File: src/rtl/max_int16_reduce_ctrl.sv
// max_int16_reduce_ctrl
// Reduces a frame of signed WIDTH-bit operands to its maximum. Each
// candidate-vs-max decision is made by one shared 1-bit subtract/borrow
// cell that walks both operands LSB-first over WIDTH cycles.
//
// Optional feature macro: MAX_REDUCE_ARGMAX_EN adds the idx register and
// the out_index port (zero-based position of the maximum).
//
// Ports:
//   clk, rst_n            clock, asynchronous active-low reset
//   in_valid/in_ready     operand stream handshake
//   in_data, in_last      signed operand, final-element marker
//   out_valid/out_ready   result handshake
//   out_data              frame maximum
//   out_count             element count modulo 2^CNT_W
//   out_index             index of the maximum (MAX_REDUCE_ARGMAX_EN only)
module max_int16_reduce_ctrl #(
    parameter int unsigned WIDTH = 16,
    parameter int unsigned CNT_W = 8
) (
    input  logic             clk,
    input  logic             rst_n,
    input  logic             in_valid,
    output logic             in_ready,
    input  logic [WIDTH-1:0] in_data,
    input  logic             in_last,
    output logic             out_valid,
    input  logic             out_ready,
    output logic [WIDTH-1:0] out_data,
    output logic [CNT_W-1:0] out_count
`ifdef MAX_REDUCE_ARGMAX_EN
    ,
    output logic [CNT_W-1:0] out_index
`endif
);

    localparam int unsigned BIT_W = $clog2(WIDTH);

    typedef enum logic [1:0] {IDLE, WAIT, CMP, DONE} state_t;

    state_t             state, state_next;
    logic [WIDTH-1:0]   max_reg, max_next;
    logic [WIDTH-1:0]   cand_reg, cand_next;
    logic               last_reg, last_next;
    logic [CNT_W-1:0]   count, count_next;
    logic               borrow, borrow_next;
    logic [BIT_W-1:0]   bit_cnt, bit_next;
`ifdef MAX_REDUCE_ARGMAX_EN
    logic [CNT_W-1:0]   idx, idx_next;
`endif

    logic               xfer;
    logic               msb_step;
    logic               a_bit, b_bit, borrow_step;
    logic [WIDTH-1:0]   cand_rot, max_rot;

    // Serial compare cell: borrow out of (max - cand); MSB step is
    // inverted so two's complement compares as offset binary.
    always_comb begin
        xfer        = in_valid & in_ready;
        msb_step    = (bit_cnt == BIT_W'(WIDTH - 1));
        a_bit       = cand_reg[0] ^ msb_step;
        b_bit       = max_reg[0] ^ msb_step;
        borrow_step = (~b_bit & a_bit) | (~(b_bit ^ a_bit) & borrow);
        cand_rot    = {cand_reg[0], cand_reg[WIDTH-1:1]};
        max_rot     = {max_reg[0], max_reg[WIDTH-1:1]};
    end

    // Next-state and datapath next values
    always_comb begin
        state_next  = state;
        max_next    = max_reg;
        cand_next   = cand_reg;
        last_next   = last_reg;
        count_next  = count;
        borrow_next = borrow;
        bit_next    = bit_cnt;
`ifdef MAX_REDUCE_ARGMAX_EN
        idx_next    = idx;
`endif
        case (state)
            IDLE: begin
                if (xfer) begin
                    max_next   = in_data;
                    count_next = CNT_W'(1);
`ifdef MAX_REDUCE_ARGMAX_EN
                    idx_next   = '0;
`endif
                    state_next = in_last ? DONE : WAIT;
                end
            end
            WAIT: begin
                if (xfer) begin
                    cand_next   = in_data;
                    last_next   = in_last;
                    count_next  = count + CNT_W'(1);
                    borrow_next = 1'b0;
                    bit_next    = '0;
                    state_next  = CMP;
                end
            end
            CMP: begin
                cand_next   = cand_rot;
                max_next    = max_rot;
                borrow_next = borrow_step;
                bit_next    = bit_cnt + BIT_W'(1);
                if (msb_step) begin
                    // Strictly greater replaces, so ties keep the earliest
                    if (borrow_step) begin
                        max_next = cand_rot;
`ifdef MAX_REDUCE_ARGMAX_EN
                        idx_next = count - CNT_W'(1);
`endif
                    end
                    state_next = last_reg ? DONE : WAIT;
                end
            end
            DONE: begin
                if (out_ready) begin
                    state_next = IDLE;
                end
            end
            default: state_next = IDLE;
        endcase
    end

    // State register
    always_ff @(posedge clk or negedge rst_n) begin
        if (!rst_n) begin
            state <= IDLE;
        end else begin
            state <= state_next;
        end
    end

    // Datapath and handshake flags
    always_ff @(posedge clk or negedge rst_n) begin
        if (!rst_n) begin
            max_reg   <= '0;
            cand_reg  <= '0;
            last_reg  <= 1'b0;
            count     <= '0;
            borrow    <= 1'b0;
            bit_cnt   <= '0;
            in_ready  <= 1'b1;
            out_valid <= 1'b0;
`ifdef MAX_REDUCE_ARGMAX_EN
            idx       <= '0;
`endif
        end else begin
            max_reg   <= max_next;
            cand_reg  <= cand_next;
            last_reg  <= last_next;
            count     <= count_next;
            borrow    <= borrow_next;
            bit_cnt   <= bit_next;
            in_ready  <= (state_next == IDLE) || (state_next == WAIT);
            out_valid <= (state_next == DONE);
`ifdef MAX_REDUCE_ARGMAX_EN
            idx       <= idx_next;
`endif
        end
    end

    // max_reg is restored and frozen in DONE, so it doubles as out_data
    assign out_data  = max_reg;
    assign out_count = count;
`ifdef MAX_REDUCE_ARGMAX_EN
    assign out_index = idx;
`endif

endmodule

File: config.mk
export PLATFORM = sky130hd
export DESIGN_NAME = max_int16_reduce_ctrl
export DESIGN_NICKNAME = d
export VERILOG_FILES = /design/src/rtl/max_int16_reduce_ctrl.sv
export SDC_FILE = /design/constraint.sdc
export NUM_CORES = 1
export LEC_CHECK = 0
export ABC_AREA = 1
export CAP_MARGIN = 20
export CORE_UTILIZATION = 47
export CTS_CLUSTER_DIAMETER = 200
export DETAILED_ROUTE_END_ITERATION = 6
export PLACE_DENSITY = 0.75
export SLEW_MARGIN = 5
export SYNTH_ARGS = -nofsm -noshare
export SYNTH_HDL_FRONTEND = slang
export SYNTH_SLANG_ARGS = --single-unit
File: constraint.sdc
create_clock -name clk -period 1.6 [get_ports clk]
set_input_delay 0.32 -clock clk [delete_from_list [all_inputs] [get_ports clk]]
set_output_delay 0.32 -clock clk [all_outputs]
set_load 0.03 [all_outputs]
==> run summary <==
clock-pin slew on the worst setup and hold paths: 0.08 ns
Worst Hold Class: flop to flop
Starting Density: 0.4954
total congestion overflow: 0
post-synthesis cell type count: 31
crit path launch type: flop
Die Y: 76.07 um
fin. max-slew vios: 0
dpl ws: -0.1741 ns
met2 wire length: 2940 um
port bufs: 46
initial antenna violation count: 0
Clk Latency, worst-skew pair: 0.30 ns
largest cells by area after synthesis: dfrtp_1, nand3_1, a21oi_1, inv_1, nand2_1
worst path cell trace: clkdlybuf4s15_1
Avg Inst Size Synth: 8.212 um2
Sw Share: 0.4567
cell taking the most area after synthesis: dfrtp_1
die area: 0.005787 mm2
Least-Margin Pin Slew: 0.3085 ns
Mapped Nets: 337
fin crit period: 1.538 ns
hpwl dp: 4280 um
Seq/Total Area, Yosys: 0.4857
Critical Path RT: 1.28 ns
number of setup violations in the final report: 0
layout cell share with drive strength beyond 1: 0.1503
worst-path maximum fanout: 3
Yosys warnings: 0
top cell type's share of synthesized area: 0.4755
Cell Count, Final, Fillers Out: 456
TritonCTS buffer count: 5
largest net degree at the start of global routing: 51
DRC violations left: 0
# fillers: 456
Psw: 3.016 mW
placed cells: 444
Core Area: 0.005205 mm2
CTS root buffer: clkbuf_8
met1 WL: 2835 um
vias in the first global route: 2306
Max stage delay on crit path: 0.56 ns
synthesized cell area: 0.002579 mm2
post-route worst setup slack: 0.06176 ns
crit share post-route: 0.9614
Area Overhead vs Synth: 31.93%
slowest CP cell: dfstp_2
commonest non-fill, non-tap cell in the layout: dfrtp_1
DIE WIDTH: 76.07 um
combinational share of power: 0.554
Sink Count: 50
Max clock buf depth: 2
DP Area: 0.003277 mm2
gr usage total: 0.2260
PwrDens: 1941 mW/mm2
row count: 26
Crit Path Class: flop to output pin
post-route cell area: 0.003402 mm2
status: completed
ANT nets after route: 0
DR vias/cell: 5.263
ant diodes: 0
most frequent cells in the layout: dfrtp_1, inv_1, nand3_1
Pre-antenna DRT Iters: 5
Internal: 3.588 mW
first-pass GRT wire length: 10520 um
final WL: 6127 um
sequential power share: 0.333
Top Layer Used: met4
Final Util: 0.6536
H-tree Lvls: 2
worst path buffer plus inverter count: 1
I/O pins: 47
final RePlAce weighted congestion: 0.7816
total number of vias: 2400
leakage: 1.645 nW
Top delay family on crit path: flip-flops
met3 routed WL: 274 um
Max Fclk: 650.1 MHz
CTS tree: done
number of synthesized register bits: 50
Mapped Cells: 314
Iteration-0 DRC Markers: 146
maximum vdd drop: 933.2 uV
clk_skew: 0.01292 ns
clock share of power: 0.113
Final Hold Fails: 0
Max-Cap Viols: 0
DR WL/cell: 13.44 um
worst hold slack: 0.5010 ns
Slew HR: 0.7927
CP arrival: 1.22 ns
crit end category: output pin
nets: 408
-- path summary, 6_finish.rpt --
path | from | cells after the start | slack [ns] | to
setup / recovery | in_ready | 1 | 0.06 | in_ready
hold / removal | last_reg | 2 | 0.50 | last_reg
setup reg to reg | bit_cnt[1] | 9 | 0.07 | out_data[11]
hold reg to reg | last_reg | 2 | 0.50 | last_reg
max in group asynchronous | rst_n | 3 | 0.78 | in_ready
min in group asynchronous | rst_n | 3 | 0.52 | out_count[4]
-- logic make-up (layout without fill, tap and decap cells) --
group / Yosys count / after routing / share of synthesized area
AOI/OAI and AO/OA: 79 / 79 / 0.1756
DFF: 50 / 50 / 0.4857
adders and majority gates: 2 / 2 / 0.009702
buffers and inverters: 62 / 134 / 0.09801
xor gates and xnor gates: 1 / 1 / 0.003397
and+or+nand+nor: 120 / 120 / 0.2276
-- cell usage after synthesis --
| master | instances |
|---|---|
| o221ai_1 | 1 |
| a22oi_1 | 15 |
| nand3_4 | 1 |
| dfstp_2 | 1 |
| o211ai_2 | 1 |
| inv_2 | 5 |
| o21ai_0 | 18 |
| buf_6 | 1 |
| nand2_2 | 3 |
| nand3_2 | 1 |
| nor2_1 | 31 |
| nor2_8 | 1 |
| nor2_4 | 3 |
| clkbuf_1 | 3 |
| a21oi_1 | 37 |
| xor2_1 | 1 |
| ha_1 | 2 |
| o211ai_1 | 1 |
| a22o_1 | 1 |
| nand2_4 | 2 |
| nand3_1 | 38 |
| buf_4 | 1 |
| inv_1 | 45 |
| nor3_1 | 3 |
| a31oi_1 | 1 |
| o21ai_1 | 3 |
| dfrtp_1 | 49 |
| nand2_1 | 36 |
| o22ai_1 | 1 |
| buf_2 | 7 |
| nor3b_1 | 1 |
-- power by group through the flow --
stage                     clock network (mW)  registers, mW  logic [mW]
after global placement                     0           2.20        3.66
after detailed placement                   0           2.21        3.75
after global routing                   0.818           2.28        4.07
final                                  0.746           2.20        3.66
after floorplan                            0           2.68        1.82
after CTS                              0.772           2.18        3.57
-- through the flow --
stage                TNS, ns  total power [mW]
global placement      -1.661             5.856
floorplan                  0             4.497
finish                     0             6.604
CTS                        0             6.530
global route        -0.02471             7.164
detailed placement    -2.248             5.963
-- per-layer routing --
layer  up-vias  GRT usage
met4         0    0.07885
met5         -          0
li1       1174          -
met1      1151     0.3107
met2        66     0.3636
met3         9    0.03593
-- cell type report --
class                      instances  area (um2)  share of cell area
clock buffer                       8       90.09             0.02648
inverter                          50       187.7             0.05517
tap                               70       87.58             0.02574
timing repair buffer              76       680.7              0.2001
sequential                        50        1252              0.3682
multi-input combinational        202        1104              0.3244
-- what timing repair did --
action,CTS,global route
endpoints found under the setup margin,27,17
hold endpoints to repair,5,0
pin swaps,0,1
hold buffers,1,0
resized for setup,27,7
setup buffers,0,3
Power figures use the tool's default switching activity.
